`config.mk`:
```
export PLATFORM = sky130hd
export DESIGN_NAME = present_iter_encipher
export DESIGN_NICKNAME = d
export VERILOG_FILES = /design/src/rtl/present_pkg.sv /design/src/rtl/present_round.sv /design/src/rtl/present_iter_encipher.sv
export SDC_FILE = /design/constraint.sdc
export NUM_CORES = 1
export LEC_CHECK = 0
export BUFFER_PORTS_ARGS = -buffer_cell sky130_fd_sc_hd__buf_2
export CORE_MARGIN = 5
export CORE_UTILIZATION = 38
export CTS_CLUSTER_SIZE = 28
export DETAILED_ROUTE_END_ITERATION = 12
export HOLD_SLACK_MARGIN = 0.06
export PLACE_DENSITY = 0.59
export RECOVER_POWER = 50
export SLEW_MARGIN = 15
export SYNTH_ARGS = -nofsm -noshare
export SYNTH_HDL_FRONTEND = slang
export SYNTH_SLANG_ARGS = --single-unit
```
`constraint.sdc`:
```
create_clock -name clk -period 4.05 [get_ports clk]
set_clock_uncertainty 0.2 [all_clocks]
set_input_delay 0.81 -clock clk [delete_from_list [all_inputs] [get_ports clk]]
set_output_delay 0.81 -clock clk [all_outputs]
set_load 0.02 [all_outputs]
```
`src/rtl/present_pkg.sv`:
```
// Shared definitions for the iterative PRESENT-style encipher: S-box, bit permutation
// index helper and the controller state encoding.
package present_pkg;

    typedef enum logic [1:0] {
        StIdle,
        StRun,
        StDone
    } fsm_e;

    localparam logic [3:0] SBOX [16] = '{
        4'hC, 4'h5, 4'h6, 4'hB, 4'h9, 4'h0, 4'hA, 4'hD,
        4'h3, 4'hE, 4'hF, 4'h8, 4'h4, 4'h7, 4'h1, 4'h2
    };

    function automatic logic [3:0] sbox4(input logic [3:0] x);
        return SBOX[x];
    endfunction

    // Destination of source bit i under the pLayer; the top bit is a fixed point.
    function automatic int unsigned player_idx(input int unsigned i, input int unsigned block_w);
        if (i == block_w - 1) begin
            return i;
        end
        return (i * block_w / 4) % (block_w - 1);
    endfunction

endpackage

```
`src/rtl/present_round.sv`:
```
// One combinational cipher round: key mix, nibble-wise S-box layer, then bit permutation.
module present_round
    import present_pkg::*;
#(
    parameter int unsigned BLOCK_W = 16
) (
    input  logic [BLOCK_W-1:0] state,
    input  logic [BLOCK_W-1:0] rkey,
    output logic [BLOCK_W-1:0] next_state
);

    logic [BLOCK_W-1:0] mixed;
    logic [BLOCK_W-1:0] subst;

    assign mixed = state ^ rkey;

    for (genvar n = 0; n < BLOCK_W / 4; n++) begin : g_sbox
        assign subst[4*n +: 4] = sbox4(mixed[4*n +: 4]);
    end

    // Constant destination per bit, so the permutation is pure wiring.
    for (genvar i = 0; i < BLOCK_W; i++) begin : g_perm
        localparam int unsigned Dst = player_idx(i, BLOCK_W);
        assign next_state[Dst] = subst[i];
    end

endmodule

```
`src/rtl/present_iter_encipher.sv`:
```
// Iterative PRESENT-style encipher: one round per clock through a shared datapath, key
// schedule computed alongside, final whitening XOR, valid/ready on both sides.
module present_iter_encipher
    import present_pkg::*;
#(
    parameter int unsigned BLOCK_W    = 16,
    parameter int unsigned KEY_W      = 32,
    parameter int unsigned NUM_ROUNDS = 7,
    parameter int unsigned ROT        = 19,
    parameter int unsigned RC_LSB     = 8
) (
    input  logic               clk,
    input  logic               rst,
    input  logic               in_valid,
    output logic               in_ready,
    input  logic [BLOCK_W-1:0] ptext,
    input  logic [KEY_W-1:0]   key,
    output logic               out_valid,
    input  logic               out_ready,
    output logic [BLOCK_W-1:0] ctext,
    output logic               busy
);

    localparam int unsigned RC_W = $clog2(NUM_ROUNDS + 1);

    if (BLOCK_W % 4 != 0 || BLOCK_W < 8 || KEY_W < BLOCK_W || NUM_ROUNDS < 1 ||
        ROT == 0 || ROT >= KEY_W || RC_LSB + RC_W > KEY_W - 4) begin : g_param_check
        $error("present_iter_encipher: illegal parameter combination");
    end

    fsm_e               fsm_q, fsm_d;
    logic [BLOCK_W-1:0] state_q, state_d;
    logic [KEY_W-1:0]   key_q, key_d;
    logic [RC_W-1:0]    rnd_q, rnd_d;
    logic [BLOCK_W-1:0] ctext_q, ctext_d;

    logic [BLOCK_W-1:0] round_key;
    logic [BLOCK_W-1:0] round_out;
    logic [KEY_W-1:0]   key_rot;
    logic [KEY_W-1:0]   key_next;
    logic               last_round;
    logic               accept;

    assign round_key = key_q[KEY_W-1 -: BLOCK_W];

    present_round #(
        .BLOCK_W(BLOCK_W)
    ) u_round (
        .state     (state_q),
        .rkey      (round_key),
        .next_state(round_out)
    );

    // Round-key update; the S-box nibble and the counter field never overlap.
    always_comb begin
        key_rot  = (key_q << ROT) | (key_q >> (KEY_W - ROT));
        key_next = key_rot;
        key_next[KEY_W-1 -: 4]   = sbox4(key_rot[KEY_W-1 -: 4]);
        key_next[RC_LSB +: RC_W] = key_rot[RC_LSB +: RC_W] ^ rnd_q;
    end

    assign last_round = (rnd_q == RC_W'(NUM_ROUNDS));

    // in_ready depends only on state and out_ready, never on in_valid.
    assign in_ready  = (fsm_q == StIdle) || ((fsm_q == StDone) && out_ready);
    assign accept    = in_valid && in_ready;
    assign out_valid = (fsm_q == StDone);
    assign busy      = (fsm_q == StRun);
    assign ctext     = ctext_q;

    always_comb begin
        fsm_d   = fsm_q;
        state_d = state_q;
        key_d   = key_q;
        rnd_d   = rnd_q;
        ctext_d = ctext_q;

        unique case (fsm_q)
            StIdle: begin
                if (accept) begin
                    state_d = ptext;
                    key_d   = key;
                    rnd_d   = RC_W'(1);
                    fsm_d   = StRun;
                end
            end
            StRun: begin
                state_d = round_out;
                key_d   = key_next;
                if (last_round) begin
                    ctext_d = round_out ^ key_next[KEY_W-1 -: BLOCK_W];
                    fsm_d   = StDone;
                end else begin
                    rnd_d = rnd_q + RC_W'(1);
                end
            end
            StDone: begin
                if (out_ready) begin
                    if (in_valid) begin
                        state_d = ptext;
                        key_d   = key;
                        rnd_d   = RC_W'(1);
                        fsm_d   = StRun;
                    end else begin
                        fsm_d = StIdle;
                    end
                end
            end
            default: begin
                fsm_d = StIdle;
            end
        endcase
    end

    always_ff @(posedge clk) begin
        if (rst) begin
            fsm_q   <= StIdle;
            state_q <= '0;
            key_q   <= '0;
            rnd_q   <= '0;
            ctext_q <= '0;
        end else begin
            fsm_q   <= fsm_d;
            state_q <= state_d;
            key_q   <= key_d;
            rnd_q   <= rnd_d;
            ctext_q <= ctext_d;
        end
    end

endmodule

```
Word level (Yosys, flattened, before mapping)
Memories as Yosys holds them, arrays and structs flattened.
Index checks and enable logic that the tools add are counted.
{"block": "word_totals", "out_inout_bits": 19, "n_memories": 5, "word_cells": 70, "rom_bits": 320, "inputBits": 52, "ff_bits": 69}
{"block": "classes", "n_lt_le_gt_ge": 5, "n_mux": 28, "n_reduce_logical": 9, "bitwise_logic": 9, "add_sub_neg": 1, "eq_ne": 8}
{"name": "(name not given)", "words": 16, "word_bits": 4, "read_ports": 1, "rd_clocked_by_memory_dff": 0, "wr": 0, "line_no": "present_pkg.sv:17", "rtl": "return SBOX[x];"}
{"name": "(name not given)", "words": 16, "word_bits": 4, "read_ports": 1, "rd_clocked_by_memory_dff": 0, "wr": 0, "line_no": "present_pkg.sv:17"}
{"name": "(name not given)", "words": 16, "word_bits": 4, "read_ports": 1, "rd_clocked_by_memory_dff": 0, "wr": 0, "line_no": "present_pkg.sv:17"}
{"name": "(name not given)", "words": 16, "word_bits": 4, "read_ports": 1, "rd_clocked_by_memory_dff": 0, "wr": 0, "line_no": "present_pkg.sv:17"}
{"name": "(name not given)", "words": 16, "word_bits": 4, "read_ports": 1, "rd_clocked_by_memory_dff": 0, "wr": 0, "line_no": "present_pkg.sv:17"}
{"op": "$mux W32", "count": 3}
{"op": "$pmux W32 S3", "count": 1}
{"op": "$mux W16", "count": 3}
{"op": "$pmux W16 S3", "count": 1}
{"op": "$mux W4", "count": 10}
{"op": "$or A32 B19 Y32", "count": 1}
{"op": "$xor A16 B16 Y16", "count": 2}
{"op": "$ge A5 B5 Y1 const B", "count": 5}
{"op": "$not A4 Y5", "count": 5}
{"op": "$mux W3", "count": 4}
{"op": "$pmux W3 S3", "count": 1}
{"op": "$mux W2", "count": 3}
{"op": "$ne A2 B2 Y1 const B", "count": 3}
{"op": "$pmux W2 S3", "count": 1}
{"op": "$reduce_and A5 Y1", "count": 1}
{"op": "$ne A2 B1 Y1 const B", "count": 2}
{"op": "$reduce_and A4 Y1", "count": 1}
{"op": "$add A3 B1 Y3 const B", "count": 1}
{"op": "$eq A3 B3 Y1 const B", "count": 1}
{"op": "$reduce_and A3 Y1", "count": 1}
{"op": "$reduce_bool A3 Y1", "count": 1}
{"op": "$xor A3 B3 Y3", "count": 1}
{"op": "$eq A2 B1 Y1 const B", "count": 1}
{"op": "$eq A2 B2 Y1 const B", "count": 1}
{"op": "other kinds (5)", "count": 6}

Longest topological paths before layout
{"block": "depth", "depth_word": 6, "ltp_mapped": 8, "mapped_depth_nobuf": 8}

Cells and area by module
Synthesis repeated with hierarchy kept, for this count alone.
{"block": "unflattened", "cells_unflattened": 425, "area_unflattened_um2": 4041.4}
{"module": "present_iter_encipher", "instances": 1, "cells_each": 343, "area_per_inst_um2": 3240.6}
{"module": "present_round", "instances": 1, "cells_each": 82, "area_per_inst_um2": 800.8}

Worst setup path after synthesis
No wires, ideal clock.
{"block": "synth_timing", "kind": "in2out", "start": "in out_ready", "end": "out in_ready", "required_time_ns": 3.040, "setup_slack_ns": 1.889, "arrival_time_ns": 1.151, "stages": 2, "path_cell_list": "nor2b_1 -> nor2_1"}
{"block": "synth_between", "elab_chain_cells": 2}
{"item": "start, declared", "line_no": "present_iter_encipher.sv:19", "rtl": "input logic out_ready,"}
{"item": "$logic_and A1 B1 Y1", "line_no": "present_iter_encipher.sv:65", "rtl": "assign in_ready = (fsm_q == StIdle) || ((fsm_q == StDone) && out_ready);"}
{"item": "$logic_or A1 B1 Y1", "line_no": "present_iter_encipher.sv:65"}
{"item": "end, declared", "line_no": "present_iter_encipher.sv:15", "rtl": "output logic in_ready,"}
Every way passes these cells.

Final worst setup path
{"block": "layout_timing", "start": "reg fsm_q[0]", "end": "out busy"}
{"block": "layout_between", "elab_chain_cells": 1}
{"item": "start, declared", "line_no": "present_iter_encipher.sv:31", "rtl": "fsm_e fsm_q, fsm_d;"}
{"item": "start signal, assigned", "line_no": "present_iter_encipher.sv:117", "rtl": "fsm_q <= StIdle;"}
{"item": "start signal, assigned", "line_no": "present_iter_encipher.sv:123", "rtl": "fsm_q <= fsm_d;"}
{"item": "$eq A2 B1 Y1", "line_no": "present_iter_encipher.sv:68", "rtl": "assign busy = (fsm_q == StRun);"}
{"item": "end, declared", "line_no": "present_iter_encipher.sv:21", "rtl": "output logic busy"}
Every way passes these cells.

==> flow_metrics.tcl <==
set metrics [dict create \
    holdPathStages 2 \
    cts_root_buf "clkbuf_8" \
    post_cts_resized 0 \
    die-area_um2 12900 \
    clock-sinks 69 \
    rrSetupSlack_ns 1.32 \
    dr.pass1.iters 4 \
    r2r-end "ctext[5]" \
    wl_mm 10.3 \
    crit_type "reg2out" \
    numCtsBuffers 9 \
    p_sw_uw 760 \
    max_slew_margin_pct 10.8 \
    grt_start_max_net_pins 71 \
    p_leak_nw 1.96 \
    p_sw_share_pct 34.9 \
    drv_cap 0 \
    whs_ns 0.257 \
    num_vias 3208 \
    utilization_pct 44.9 \
    crit_fanout 27 \
    ys_types 35 \
    track_usage_pct 15.9 \
    antenna_found_initial 0 \
    ioPinCount 71 \
    io_buffers 70 \
    synth-seq-area-share_pct 33.8 \
    fmax_ghz 0.353 \
    initial_core_util_pct 39.2 \
    place.gp.congestion 0.785 \
    grt_pass1_wl_mm 16.1 \
    ys.flop_type "dfxtp_1" \
    sequentialPowerShare_pct 37.6 \
    hpwl_mm 7.65 \
    reg2reg_depth 5 \
    pwr-share-comb_pct 36.9 \
    clockBufferDepth 2 \
    ant_nets 0 \
    grt_pass1_vias 3143 \
    drtIter0Drc 174 \
    syn-cell-area_um2 4090 \
    core_um2 10400 \
    yosys_register_bits 69 \
    cp_slowest_cell "inv_1" \
    drcViolationCount 0 \
    clk_pin_slew_worst_paths_ns 0.07 \
    synth_edf_count 0 \
    layout.nets 569 \
    post_cts_buffers 0 \
    cp-end-kind "output pin" \
    worst_pin_slew_ns 1.34 \
    wl_per_cell_um 16.4 \
    drv_slew 0 \
    async_flop_share_pct 0 \
    cpPeakStageDelay_ns 0.62 \
    drive_gt1_share_pct 17.8 \
    synth_fp_nets 512 \
    p_per_area_nw_per_um2 465 \
    crit_chain "nand2_2, inv_1, buf_2" \
    grt_overflow 0 \
    holdCritPathClass "reg2reg" \
    hold_violations 0 \
    rsz0062_at_grt "no" \
    syn_inst 429 \
    arrival_ns 1.82 \
    worstPathRequired_ns 3.04 \
    timing.final.crit_share_pct 69.9 \
    post_drt_via_cell_ratio 5.12 \
    antenna_cells 0 \
    hold_buffers 0 \
    hold_end "ctext[2]" \
    die_x_um 114 \
    cpLargestDelayFamily "buffers and inverters" \
    row_count 37 \
    hp-start "ctext[2]" \
    worstPathBufferInverterCount 2 \
    htree_levels 3 \
    finalCriticalPeriod_ns 2.83 \
    peakVddDrop_mv 0.175 \
    areaGrowthSynthToFinish_pct 14.6 \
    synth_warnings 0 \
    clock_power_share_pct 25.5 \
    clk_latency_ns 0.34 \
    rr_startpoint "fsm_q[0]" \
    report.power.total_mw 2.18 \
    synth.avg_cell_area_um2 9.52 \
    cts_tree "yes" \
    outcome "complete, no violations" \
    die_y_um 114 \
    setup_tns_ns 0 \
    p_int_mw 1.42 \
    crit_path_start_kind "flip-flop" \
    finalSetupViolCount 0 \
]
## metal layers
| metal | GRT usage (%) | share of wire (%) | up-vias |
|---|---|---|---|
| met5 | 0 | 0 | - |
| met4 | 4.65 | 0.74 | 0 |
| met3 | 2.86 | 4.1 | 7 |
| met2 | 25.6 | 46 | 58 |
| met1 | 21.8 | 49 | 1516 |
| li1 | - | - | 1627 |
## cells by family (layout without fill, tap and decap cells)
kind of cell    Yosys count  count (layout)  synth area share, %
buf+inv                  53             114                 5.64
simple gates             96              96                 10.3
compound gates           95              95                 16.8
flops                    69              69                 33.8
xor+xnor                 36              36                 8.82
mux                      49              49                 15.1
fa+ha+maj                31              31                 9.49
## state kept, by name, summed over array words and instances (netlist names)
name     flops
state_q     16
key_q       32
ctext       16
rnd_q        3
fsm_q        2
## per-stage QoR
step                cells  setup WS [ns]  instance area, um2
global placement      611           1.36                4520
global route          626           1.10                4680
finish                626           1.22                4680
floorplan             429           1.89                4090
CTS                   626           1.50                4710
detailed placement    611           1.34                4520
## cell type report
| type | count | area [um2] |
|---|---|---|
| multi-input combinational | 307 | 2480 |
| clock buffer | 15 | 196 |
| tap | 136 | 170 |
| timing repair buffer | 73 | 360 |
| fill | 1030 | 5730 |
| inverter | 26 | 97.6 |
| sequential | 69 | 1380 |
## worst reg2reg max path, stage by stage (launching register included)
cell	delay, ns
dfxtp_1	0.45
nand2_2	0.09
inv_1	0.62
and2_1	0.73
nor2_1	0.25
a22o_1	0.29
## power by group through the flow
stage / Combinational (mW) / Sequential [mW] / Clock [mW]
6_report: 0.803 / 0.819 / 0.555
3_3_place_gp: 0.791 / 0.834 / 0
3_5_place_dp: 0.808 / 0.834 / 0
5_1_grt: 0.891 / 0.828 / 0.596
4_1_cts: 0.813 / 0.820 / 0.563
2_1_floorplan: 0.629 / 0.806 / 0
## layout by cell type (no fill, tap or decap), drive strengths merged, types with 2 or more instances in the layout
master,n
dfxtp,69
a211oi,65
nor2,57
buf,54
mux2i,38
clkbuf,34
ha,31
inv,26
xnor2,21
nand2,15
xor2,15
nor2b,14
a21oi,12
mux4,9
o21ai,6
a22o,6
nor3,5
nand2b,2
nor4,2
a22oi,2
mux2,2
## Yosys cell counts (2+ instances only)
cell,n,area [um2]
a211oi_1,64,480
a21oi_1,11,55.1
a22o_1,6,52.6
a22oi_1,2,15.0
buf_2,4,20.0
buf_6,3,33.8
clkbuf_1,19,71.3
dfxtp_1,69,1380
ha_1,31,388
inv_1,25,93.8
mux2_2,2,22.5
mux2i_1,38,380
mux4_1,3,78.8
mux4_2,6,135
nand2_1,15,56.3
nor2_1,57,214
nor2b_1,14,87.6
nor3_1,5,25.0
nor4_1,2,12.5
o21ai_0,6,30.0
xnor2_1,19,166
xnor2_2,2,32.5
xor2_1,11,96.3
xor2_2,4,65.1
## how the worst max path moves through the flow
stage	from	endpoint	slack [ns]	depth (start not counted)
2_1_floorplan	out_ready	in_ready	1.89	2
5_1_grt	fsm_q[0]	ctext[4]	1.10	5
6_report	fsm_q[0]	busy	1.22	3
3_5_place_dp	out_ready	key_q[31]	1.34	7
4_1_cts	key_q[20]	ctext[9]	1.50	6
3_3_place_gp	out_ready	key_q[31]	1.36	7
(Power assumes the default switching activity.)
